File: src/rtl/riscv_defs.sv
// Shared RISC-V definitions for the instruction encoder slice.
// Holds the immediate-format selects, opcode constants, the encoder state
// encoding and the field packing helpers used by imm_pack.
package riscv_defs;

    // Immediate format select
    localparam logic IMM_SRC_I = 1'b0;
    localparam logic IMM_SRC_S = 1'b1;

    // Opcodes used by the boot loader and bench programs
    localparam logic [6:0] OP_IMM   = 7'b0010011;
    localparam logic [6:0] OP_LOAD  = 7'b0000011;
    localparam logic [6:0] OP_STORE = 7'b0100011;

    // Signed 12-bit immediate range
    localparam int IMM12_MIN = -2048;
    localparam int IMM12_MAX = 2047;

    // Encoder session states
    typedef enum logic [1:0] {
        ST_IDLE = 2'd0,
        ST_LOAD = 2'd1,
        ST_FULL = 2'd2
    } enc_state_e;

    // I-type layout: imm[11:0] | rs1 | funct3 | rd | opcode
    function automatic logic [31:0] pack_itype(
        input logic [6:0]  opcode,
        input logic [2:0]  funct3,
        input logic [4:0]  rd,
        input logic [4:0]  rs1,
        input logic [11:0] imm12
    );
        return {imm12, rs1, funct3, rd, opcode};
    endfunction

    // S-type layout: imm[11:5] | rs2 | rs1 | funct3 | imm[4:0] | opcode
    function automatic logic [31:0] pack_stype(
        input logic [6:0]  opcode,
        input logic [2:0]  funct3,
        input logic [4:0]  rs1,
        input logic [4:0]  rs2,
        input logic [11:0] imm12
    );
        return {imm12[11:5], rs2, rs1, funct3, imm12[4:0], opcode};
    endfunction

    // True when a 32-bit two's-complement value fits a signed 12-bit field,
    // i.e. bits [31:11] are a pure sign extension.
    function automatic logic fits_imm12(input logic [31:0] imm);
        return (imm[31:11] == 21'h000000) || (imm[31:11] == 21'h1FFFFF);
    endfunction

endpackage

File: src/rtl/instr_encoder_imm_pack.sv
// imm_pack: combinational field packer for the instruction encoder.
// Builds an I-type or S-type word from decoded fields and flags whether the
// immediate is representable in 12 signed bits. rd is ignored for S-type and
// rs2 is ignored for I-type.
module imm_pack
    import riscv_defs::*;
(
    input  logic        imm_src,
    input  logic [6:0]  opcode,
    input  logic [2:0]  funct3,
    input  logic [4:0]  rd,
    input  logic [4:0]  rs1,
    input  logic [4:0]  rs2,
    input  logic [31:0] imm,
    output logic [31:0] word,
    output logic        in_range
);

    // Select the layout for the requested format; out-of-range immediates
    // are truncated to their low 12 bits here, the top decides what to do.
    always_comb begin
        word = 32'h0000_0000;
        if (imm_src == IMM_SRC_S) begin
            word = pack_stype(opcode, funct3, rs1, rs2, imm[11:0]);
        end else begin
            word = pack_itype(opcode, funct3, rd, rs1, imm[11:0]);
        end
    end

    // Range flag for the optional rejection path in the top
    always_comb begin
        in_range = fits_imm12(imm);
    end

endmodule

File: src/rtl/instr_encoder.sv
// instr_encoder: sequential RISC-V I/S-type instruction encoder.
// Accepts decoded field bundles over valid/ready, packs them into 32-bit
// words and streams them with consecutive byte addresses toward instruction
// memory. A session holds up to DEPTH words, then parks in FULL until the
// next start.
//
// Build option: define INSTR_ENC_RANGE_CHECK_EN to reject (consume, do not
// emit, pulse err) bundles whose immediate does not fit 12 signed bits.
// Without it the immediate is truncated and every bundle is emitted.
module instr_encoder
    import riscv_defs::*;
#(
    parameter int          DEPTH     = 64,
    parameter logic [31:0] BASE_ADDR = 32'h0000_0000
) (
    input  logic        clk,
    input  logic        rst,
    input  logic        start,
    input  logic        in_valid,
    output logic        in_ready,
    input  logic        imm_src,
    input  logic [6:0]  opcode,
    input  logic [2:0]  funct3,
    input  logic [4:0]  rd,
    input  logic [4:0]  rs1,
    input  logic [4:0]  rs2,
    input  logic [31:0] imm,
    output logic        out_valid,
    input  logic        out_ready,
    output logic [31:0] instr,
    output logic [31:0] addr,
    output logic        err,
    output logic        full
);

    localparam int CNT_W = $clog2(DEPTH + 1);

    enc_state_e        state_r;
    enc_state_e        state_next_s;
    logic [CNT_W-1:0]  count_r;
    logic [31:0]       next_addr_r;

    logic              out_valid_r;
    logic [31:0]       instr_r;
    logic [31:0]       addr_r;
    logic              err_r;
    logic              full_r;

    logic              in_ready_s;
    logic              accept_s;
    logic              emit_s;
    logic              reject_s;
    logic              last_s;
    logic [31:0]       pack_word_s;
    logic              pack_in_range_s;

    imm_pack u_imm_pack (
        .imm_src  (imm_src),
        .opcode   (opcode),
        .funct3   (funct3),
        .rd       (rd),
        .rs1      (rs1),
        .rs2      (rs2),
        .imm      (imm),
        .word     (pack_word_s),
        .in_range (pack_in_range_s)
    );

    // Handshake: only LOAD accepts, start blocks acceptance, and a held word
    // blocks acceptance unless it is being drained this cycle.
    always_comb begin
        in_ready_s = 1'b0;
        if ((state_r == ST_LOAD) && !start) begin
            in_ready_s = !out_valid_r || out_ready;
        end else begin
            in_ready_s = 1'b0;
        end
        accept_s = in_valid && in_ready_s;
        last_s   = (count_r == CNT_W'(DEPTH - 1));
    end

`ifdef INSTR_ENC_RANGE_CHECK_EN
    // Out-of-range bundles are consumed but produce no word, only an err pulse
    always_comb begin
        emit_s   = accept_s && pack_in_range_s;
        reject_s = accept_s && !pack_in_range_s;
    end
`else
    logic unused_in_range_s;
    assign unused_in_range_s = pack_in_range_s;

    // Every accepted bundle is emitted; the immediate is simply truncated
    always_comb begin
        emit_s   = accept_s;
        reject_s = 1'b0;
    end
`endif

    // Session state register
    always_ff @(posedge clk or posedge rst) begin
        if (rst) begin
            state_r <= ST_IDLE;
        end else begin
            state_r <= state_next_s;
        end
    end

    // Next-state logic: start always (re)opens a session, the last emitted
    // word of a session closes it.
    always_comb begin
        state_next_s = state_r;
        case (state_r)
            ST_IDLE: begin
                if (start) begin
                    state_next_s = ST_LOAD;
                end else begin
                    state_next_s = ST_IDLE;
                end
            end
            ST_LOAD: begin
                if (start) begin
                    state_next_s = ST_LOAD;
                end else if (emit_s && last_s) begin
                    state_next_s = ST_FULL;
                end else begin
                    state_next_s = ST_LOAD;
                end
            end
            ST_FULL: begin
                if (start) begin
                    state_next_s = ST_LOAD;
                end else begin
                    state_next_s = ST_FULL;
                end
            end
            default: begin
                state_next_s = ST_IDLE;
            end
        endcase
    end

    // Word count and next byte address; start rewinds both, emission advances
    // them (address wraps naturally at 32 bits).
    always_ff @(posedge clk or posedge rst) begin
        if (rst) begin
            count_r     <= {CNT_W{1'b0}};
            next_addr_r <= BASE_ADDR;
        end else if (start) begin
            count_r     <= {CNT_W{1'b0}};
            next_addr_r <= BASE_ADDR;
        end else if (emit_s) begin
            count_r     <= count_r + {{(CNT_W-1){1'b0}}, 1'b1};
            next_addr_r <= next_addr_r + 32'd4;
        end else begin
            count_r     <= count_r;
            next_addr_r <= next_addr_r;
        end
    end

    // Output word register: a new word replaces the held one (covering a
    // same-cycle drain), otherwise a drain empties it. start leaves it alone.
    always_ff @(posedge clk or posedge rst) begin
        if (rst) begin
            out_valid_r <= 1'b0;
            instr_r     <= 32'h0000_0000;
            addr_r      <= 32'h0000_0000;
        end else if (emit_s) begin
            out_valid_r <= 1'b1;
            instr_r     <= pack_word_s;
            addr_r      <= next_addr_r;
        end else if (out_ready) begin
            out_valid_r <= 1'b0;
            instr_r     <= instr_r;
            addr_r      <= addr_r;
        end else begin
            out_valid_r <= out_valid_r;
            instr_r     <= instr_r;
            addr_r      <= addr_r;
        end
    end

    // Status flags: err pulses the cycle after a rejection, full tracks FULL
    always_ff @(posedge clk or posedge rst) begin
        if (rst) begin
            err_r  <= 1'b0;
            full_r <= 1'b0;
        end else begin
            err_r  <= reject_s;
            full_r <= (state_next_s == ST_FULL);
        end
    end

    assign in_ready  = in_ready_s;
    assign out_valid = out_valid_r;
    assign instr     = instr_r;
    assign addr      = addr_r;
    assign err       = err_r;
    assign full      = full_r;

endmodule

File: config.mk
export PLATFORM = sky130hd
export DESIGN_NAME = instr_encoder
export DESIGN_NICKNAME = d
export VERILOG_FILES = /design/src/rtl/riscv_defs.sv /design/src/rtl/instr_encoder_imm_pack.sv /design/src/rtl/instr_encoder.sv
export SDC_FILE = /design/constraint.sdc
export NUM_CORES = 1
export LEC_CHECK = 0
export ABC_CLOCK_PERIOD_IN_PS = 3050
export BUFFER_PORTS_ARGS = -buffer_cell sky130_fd_sc_hd__buf_2
export CORE_MARGIN = 2
export CORE_UTILIZATION = 45
export CTS_CLUSTER_SIZE = 24
export DETAILED_ROUTE_END_ITERATION = 8
export HOLD_SLACK_MARGIN = 0.08
export PLACE_DENSITY_LB_ADDON = 0.25
export SETUP_SLACK_MARGIN = 0.3
export SLEW_MARGIN = 20
export SYNTH_ARGS = -nofsm -noshare
export SYNTH_HDL_FRONTEND = slang
export SYNTH_HIERARCHICAL = 1
export SYNTH_SLANG_ARGS = --single-unit
File: constraint.sdc
create_clock -name clk -period 3.05 [get_ports clk]
set_input_delay 0.1525 -clock clk [delete_from_list [all_inputs] [get_ports clk]]
set_output_delay 0.1525 -clock clk [all_outputs]
set_load 0.1 [all_outputs]
# After elaboration in Yosys (flattened, before gate mapping)
# Index checks and enable logic that the tools add are counted.
# Widths: inputs -> output; s select.
[op_classes] add_sub_neg=2 n_eq_ne=4 n_mux=13 reduce_logical=9
[op_table] op="$mux 32" n=2
[op_table] op="$add 32x3->32 const B" n=1
[op_table] op="$mux 25" n=1
[op_table] op="$mux 7" n=2
[op_table] op="$add 7x1->7 const B" n=1
[op_table] op="$eq 7x6->1 const B" n=1
[op_table] op="$mux 2" n=3
[op_table] op="$pmux 2 s3" n=1
[op_table] op="$eq 2x2->1 const B" n=2
[op_table] op="$mux 1" n=4
[op_table] op="$reduce_bool 2->1" n=2
[op_table] op="$logic_and 1x1->1" n=3
[op_table] op="$eq 2x1->1 const B" n=1
[op_table] op="$logic_not 1->1" n=2
[op_table] op="$logic_not 2->1" n=1
[op_table] op="$logic_or 1x1->1" n=1
[totals] ff_bits=107 in_bits=63

# Longest topological paths before layout
# Gate-level depths: netlist of the first run.
[logic_depth] word_depth=9 mapped_depth=7

# Modules after synthesis
# The synthesis of the first run kept the hierarchy.
[by_module_without_submodules] module="instr_encoder" n_inst=1 cells_each=367 area_per_inst_um2=4563.1 seq_area_each_um2=2577.5
[by_module_without_submodules] module="imm_pack" n_inst=1 cells_each=49 area_per_inst_um2=394.1 seq_area_each_um2=0.0

# Worst setup path before layout of the first run
# No wires, ideal clock.
[synth_path] path_type="reg2reg" start="reg out_valid_r (netlist: out_valid)" end="reg addr_r[11] (netlist: addr[11])" setup_ns=0.126 t_arrival_ns=2.164 required_ns=2.924 path_slack_ns=0.761 path_stages_with_launch=6 period_less_slack_ns=2.289 path_cell_list="dfrtp_1 > nand2b_1 > nand4_1 > buf_2 > buf_2 > mux2_2"
[synth_via] elab_chain_cells=4
[synth_rtl] element="from (decl)" line_no="instr_encoder.sv:43" source="logic out_valid_r;"
[synth_rtl] element="from (signal assigned)" line_no="instr_encoder.sv:176" source="out_valid_r <= out_valid_r;"
[synth_rtl] element="$logic_not 1->1" line_no="instr_encoder.sv:74" source="in_ready_s = !out_valid_r || out_ready;"
[synth_rtl] element="$logic_or 1x1->1" line_no="instr_encoder.sv:74"
[synth_rtl] element="$mux 1" line_no="instr_encoder.sv:73" source="if ((state_r == ST_LOAD) && !start) begin"
[synth_rtl] element="$logic_and 1x1->1" line_no="instr_encoder.sv:78" source="accept_s = in_valid && in_ready_s;"
[synth_rtl] element="to (signal assigned)" line_no="instr_encoder.sv:170" source="addr_r <= next_addr_r;"
[synth_rtl] element="to (signal assigned)" line_no="instr_encoder.sv:174" source="addr_r <= addr_r;"
[synth_rtl] element="to (signal assigned)" line_no="instr_encoder.sv:178" source="addr_r <= addr_r;"
[synth_rtl] element="to (decl)" line_no="instr_encoder.sv:45" source="logic [31:0] addr_r;"
# Every way passes these cells.
# A chain may end at the register's enable or synchronous reset.

# Worst setup path after layout of the first run
[layout_path] start="reg next_addr_r[4]" end="reg next_addr_r[11]"
[layout_via] elab_chain_cells=3
[layout_rtl] element="from (decl)" line_no="instr_encoder.sv:41" source="logic [31:0] next_addr_r;"
[layout_rtl] element="from (signal assigned)" line_no="instr_encoder.sv:153" source="next_addr_r <= next_addr_r + 32'd4;"
[layout_rtl] element="from (signal assigned)" line_no="instr_encoder.sv:156" source="next_addr_r <= next_addr_r;"
[layout_rtl] element="$add 32x3->32" line_no="instr_encoder.sv:153"
[layout_rtl] element="$mux 32" line_no="instr_encoder.sv:151" source="end else if (emit_s) begin"
[layout_rtl] element="$mux 32" line_no="instr_encoder.sv:148" source="end else if (start) begin"
# Every way passes these cells. The select of a mux whose other input is x is not followed.

==> metrics.md, run 1 <==
| Metric | Value |
|---|---|
| Hold Path Depth | 3 |
| DP HPWL | 6.26 mm |
| Setup TNS after final layout | 0 ns |
| Die H | 108 um |
| CTS Buf Count | 9 |
| Fin. Hold Viols | 0 |
| # hold bufs at CTS | 23 |
| Drt initial violations | 138 |
| Worst slack, placed | 1.07 ns |
| Most frequent cells in the layout | 107 x buf_2, 103 x dfrtp_1, 76 x mux2_2, 23 x a21oi_1, 23 x dlygate4sd3_1 |
| Worst Path Arrival | 2.32 ns |
| Status | finished, final reports clean |
| Cts repair resizes | 0 |
| Final Hold Slack | roughly 0.13 ns |
| Initial antenna violation count | 0 |
| Synthesis Warnings | 6 |
| 1st-pass router iterations | 4 |
| Vias in the first global route | 3,369 |
| DRC | 0 |
| CP Data Required Time | 3.35 ns |
| Mapped Area | slightly below 0.005 sq mm |
| Die ar. | ~0.012 sq mm |
| Hold endpoint | instr[23] |
| Global-route wire length before repair | 15.9 mm |
| Critical Path End Type | register |
| Port buffer count | 107 |
| Layout Area Growth over Synthesis | 19.1% |
| Core area | 0.0104 sq mm |
| Peak supply drop | 0.529 mV |
| Routed wire length | between 9 and 10 mm |
| CP max FO | 17 |
| Crit path cell chain | and4_1 -> nand4_2 -> or4_1 -> a21oi_1 |
| CTS tree | yes |
| Fin crit share | 66.2% |
| I/O pin count | 131 |
| P_leak | 2.72 nW |
| Hold Path Class | in -> reg |
| Reg2reg setup slack | 1.03 ns |
| Largest net degree at the start of global routing | 78 |
| Hold Path Origin | rs2[3] |
| Overflow after GRT | 0 |
| Setup WS post-layout | 1.03 ns |
| Root Driver | clkbuf_8 |
| Fmax | 495 MHz |
| Max incr delay on CP | 0.54 ns |
| Post-Synthesis Cells | 400 |
| Setup Fix Bufs, Post-CTS | 0 |
| Num rows | 37 |
| Final ANT Viol Nets | 0 |
| Worst r2r src | next_addr_r[4] |
| H-tree depth | 3 |
| Vias post-DR | 3,419 |
| Worst R2R End | next_addr_r[11] |
| Clk slew on worst S/H paths | 0.10 ns |
| Final setup viols | 0 |
| Clock sink count | about 100 |
| RePlAce Congestion | roughly 0.77 |
| Worst slew margin | about 60% |
| Share of cells above drive strength 1 | between 40% and 50% |
| R2R cell count | 4 |
| Tmin final | 2.02 ns |
| Total global routing track utilization | 17.3% |
| Skew-Pair Late Insertion Delay | around 0.38 ns |
| Max cap viols | 0 |
| RSZ-0062 raised after global routing | false |
| Avg Cell Area, Syn | 12.1 sq um |
| Setup crit start kind | register |
| Number of diodes | 0 |
| Initial Util | 46.7% |
| Via density | 5.31 |
| Slowest-stage cell, CP | or4_1 |
| Clock tree buffer depth | 2 |
| P per Cell Area | 616 mW/mm^2 |
| Crit path kind | reg -> reg |
| Die X | around 110 um |
| Slew Viols, Final | 0 |
| Fin nets | roughly 570 |
| DR WL/cell | 14.9 um |
| Clk_skew | 0.00706 ns |
| Most common cell after layout, fill and taps aside | buf_2 |
| Worst slew pin tran | 0.607 ns |
==> where the power goes <==
| part | leakage (nW) | switching [mW] | internal, mW |
|---|---|---|---|
| Sequential | 1.36 | 0.0476 | 1.46 |
| Combinational | 1.24 | 0.847 | 0.201 |
| Clock | 0.121 | 0.486 | 0.515 |
==> per-layer routing <==
| metal | vias up | track usage (%) | share of wire [%] | wire, um |
|---|---|---|---|---|
| li1 | 1621 | - | - | - |
| met1 | 1696 | 22.1 | 45 | 4320 |
| met2 | 89 | 28.4 | 48 | 4590 |
| met3 | 13 | 4.12 | 5.1 | 490 |
| met4 | 0 | 6.50 | 1.8 | 170 |
| met5 | - | 0 | 0 | 0 |
==> stage by stage <==
stage	power (mW)	utilization, %	instances	area [sq um]
2_1_floorplan	2.41	-	402	4860
3_3_place_gp	2.55	51.2	605	5310
3_5_place_dp	2.56	51.2	605	5310
4_1_cts	3.59	55.7	644	5770
5_1_grt	3.68	55.7	644	5770
6_report	3.55	55.7	644	5770
==> registers in the layout, indices dropped and copies added (netlist names) <==
register     cells
out_valid        1
count_r          7
next_addr_r     30
full             1
instr           32
state_r          2
addr            30
==> worst max path at each step <==
stage	from	end	slack [ns]	depth (start not counted)
3_3_place_gp	next_addr_r[5]	next_addr_r[31]	1.08	4
5_1_grt	next_addr_r[15]	next_addr_r[30]	0.87	4
4_1_cts	next_addr_r[4]	next_addr_r[11]	1.03	4
6_report	next_addr_r[4]	next_addr_r[11]	1.03	4
3_5_place_dp	next_addr_r[5]	next_addr_r[31]	1.07	4
2_1_floorplan	out_valid	addr[11]	0.76	5
==> worst max-delay path, delay by kind of cell (launching register included) <==
| family | cells | cell delay [ns] |
|---|---|---|
| DFF | 1 | 0.44 |
| AOI/OAI and AO/OA | 1 | 0.19 |
| and+or+nand+nor | 3 | 1.30 |
==> final cells by class <==
type | count | area [sq um]
Timing Repair Buffer | 136 | 823
Multi-Input combinational cell | 245 | 1930
Sequential cell | 103 | 2580
Inverter | 8 | 33.8
Fill cell | 899 | 4600
Clock inverter | 5 | 86.3
Tap cell | 136 | 170
Clock buffer | 11 | 151
(Power assumes the default switching activity.)
==> run 2, diff against run 1 <==
- ABC_AREA: default -> 1
- ABC_CLOCK_PERIOD_IN_PS: 3050 -> 2120
- clock period: 3.05 -> 2.12 ns (I/O delays scaled with it)
==> metrics.md, run 2 <==
| Metric | Value |
|---|---|
| Most common cell after layout, fill and taps aside | nand2_1 (was buf_2) |
| Largest register FFs | 32 (unchanged) |
| Total stage count of the critical path | 6 (was 4) |
| CP max FO | 5 (was 17) |
| Die ar. | 0.0118 sq mm (was 0.0116 sq mm) |
| Synthesis Warnings | 6 (unchanged) |
| Fin. Hold Viols | 0 (unchanged) |
| Mapped Area | 0.00495 sq mm (was 0.00485 sq mm) |
| RePlAce Congestion | 0.844 (was 0.768) |
| Peak supply drop | 0.598 mV (was 0.529 mV) |
| Routed wire length | 11.6 mm (was 9.57 mm) |
| WP buf/inv | 3 (was 0) |
| CTS tree | yes (unchanged) |
| Initial antenna violation count | 0 (unchanged) |
| Fin crit share | 83.1% |
| Worst R2R End | next_addr_r[31] (was next_addr_r[11]) |
| Number of diodes | 0 (unchanged) |
| Drt initial violations | 223 (was 138) |
| Most frequent CP cell | buf_2 |
| Vias in the first global route | 4,236 (was 3,369) |
| Worst slew margin | 55.4% (was 59.5%) |
| Fmax | 568 MHz |
| DRC | 0 (unchanged) |
| Total global routing track utilization | 20.9% (was 17.3%) |
| Worst r2r src | next_addr_r[6] (was next_addr_r[4]) |
| Num rows | 38 (was 37) |
| Setup TNS after final layout | 0 ns (unchanged) |
| Global-route wire length before repair | 19.6 mm (was 15.9 mm) |
| H-tree depth | 3 (unchanged) |
| Vias post-DR | 4,396 (was 3,419) |
| Die H | 109 um (was 108 um) |
| Port buffer count | 107 (unchanged) |
| Final ANT Viol Nets | 0 (unchanged) |
| Largest net degree at the start of global routing | 54 (was 78) |
| Most frequent cells in the layout | 240 x nand2_1, 107 x buf_2, 102 x dfrtp_1, 67 x nor2_1, 54 x inv_1 (was 107 x buf_2, 103 x dfrtp_1, 76 x mux2_2, 23 x a21oi_1, 23 x dlygate4sd3_1) |
| R2R cell count | 8 (was 4) |
| Via density | 4.83 (was 5.31) |
| Overflow after GRT | 0 (unchanged) |
| Crit path kind | in -> out (was reg -> reg) |
| Skew-Pair Late Insertion Delay | 0.37 ns (was 0.38 ns) |
| RSZ-0062 raised after global routing | true (was false) |
| Root Driver | clkbuf_8 (unchanged) |
| CP Launch Point | start (was next_addr_r[4]) |
| Clk_skew | 0.00691 ns (was 0.00706 ns) |
| Layout Area Growth over Synthesis | 23.0% (was 19.1%) |
| Initial Util | 45.8% (was 46.7%) |
| Finished layout cell area | 0.00609 sq mm (was 0.00577 sq mm) |
| Avg Cell Area, Syn | 7.75 sq um (was 12.1 sq um) |
| Setup crit start kind | input pin (was register) |
| Max incr delay on CP | 0.54 ns (about the same) |
| 1st-pass router iterations | 4 (unchanged) |
| Die X | 109 um (was 108 um) |
| Slew Viols, Final | 0 (unchanged) |
| Fin nets | 830 (was 568) |
| Clock sink count | 103 (unchanged) |
| Tmin final | between 1.5 and 2 ns |
| P per Cell Area | 777 mW/mm^2 (was 616 mW/mm^2) |
| Worst slack, placed | 0.340 ns (was 1.07 ns) |
| DR WL/cell | 12.7 um (was 14.9 um) |
| Reg2reg setup slack | 0.45 ns (was 1.03 ns) |
| I/O pin count | 131 (unchanged) |
| Core area | 0.0108 sq mm (was 0.0104 sq mm) |
| Status | finished, final reports clean (unchanged) |
| DP Area | 0.00545 sq mm (was 0.00531 sq mm) |
| Worst Path Arrival | 1.66 ns (was 2.32 ns) |
| P_leak | 3.15 nW (was 2.72 nW) |
| Max cap viols | 0 (unchanged) |
| Hold Path Class | in -> reg (unchanged) |
| Crit path cell chain | dlygate4sd3_1 -> buf_2 -> nor2_2 -> nand2_1 -> nor2_4 -> buf_2 (was and4_1 -> nand4_2 -> or4_1 -> a21oi_1) |
| Setup WS post-layout | 0.358 ns (was 1.03 ns) |
| Critical path endpoint | in_ready (was next_addr_r[11]) |
| Delay-heaviest family, CP | buffers and inverters (was simple AND/OR/NAND/NOR gates) |
| Clock tree buffer depth | 2 (unchanged) |
| CP Data Required Time | 2.01 ns (was 3.35 ns) |
| Clk slew on worst S/H paths | 0.10 ns (about the same) |
| Worst slew pin tran | 0.670 ns (was 0.607 ns) |
| Post-Synthesis Cells | 638 (was 400) |
| Share of cells above drive strength 1 | 20.3% (was 41.9%) |
| Slowest-stage cell, CP | dlygate4sd3_1 (was or4_1) |
| CTS Buf Count | 9 (unchanged) |
| Final setup viols | 0 (unchanged) |
| DP HPWL | 7.80 mm (was 6.26 mm) |
| Critical Path End Type | output pin (was register) |
==> run 2: area by class of cell <==
type | count | area [sq um]
Clock inverter | 7 | 55.1
Fill cell | 994 | 4710
Timing Repair Buffer | 159 | 1040
Multi-Input combinational cell | 436 | 1900
Inverter | 56 | 216
Sequential cell | 103 | 2580
Clock buffer | 9 | 124
Tap cell | 140 | 175
==> run 2: worst min-delay path by stage <==
stage          startpoint        endpoint  cells past startpoint
2_1_floorplan       start  next_addr_r[9]                      1
3_3_place_gp    opcode[5]        instr[5]                      3
3_5_place_dp       imm[8]       instr[28]                      3
4_1_cts            imm[4]       instr[11]                      5
5_1_grt            imm[4]       instr[11]                      5
6_report           imm[0]        instr[7]                      5
==> run 2: worst min-delay path, cell delays in order <==
cell	delay (ns)
buf_2	0.09
inv_1	0.08
a21oi_1	0.07
nand2_1	0.06
nand2_1	0.04
==> run 2: per-stage QoR <==
stage	std cells	hold WS [ns]	utilization (%)	power, mW
2_1_floorplan	640	0.179	-	3.32
3_3_place_gp	851	0.300	50.5	3.51
3_5_place_dp	851	0.306	50.5	3.53
4_1_cts	906	0.0857	55.8	4.76
5_1_grt	910	0.101	56.4	4.93
6_report	910	0.106	56.4	4.73
==> run 2: power by group <==
part	internal (mW)	switching, mW	total, mW	leakage (nW)
logic	0.250	1.14	1.39	1.68
clock network	0.442	0.722	1.16	0.0919
registers	2.09	0.0774	2.17	1.38
==> run 2: what timing repair did <==
action / 4_1_cts / 5_1_grt
hold buffers: 39 / 0
gates resized for setup: 0 / 7
endpoints found under the setup margin: 0 / 59
hold endpoints to repair: 139 / 0
setup buffers: 0 / 3
==> run 2: routing by layer <==
layer  wire length (um)  global-route usage [%]  up-vias
met5                  0                       0        -
met4                128                    5.86        0
met3                754                    5.26       12
met2               5580                    35.2      126
met1               5110                    26.7     2045
li1                   -                       -     2213
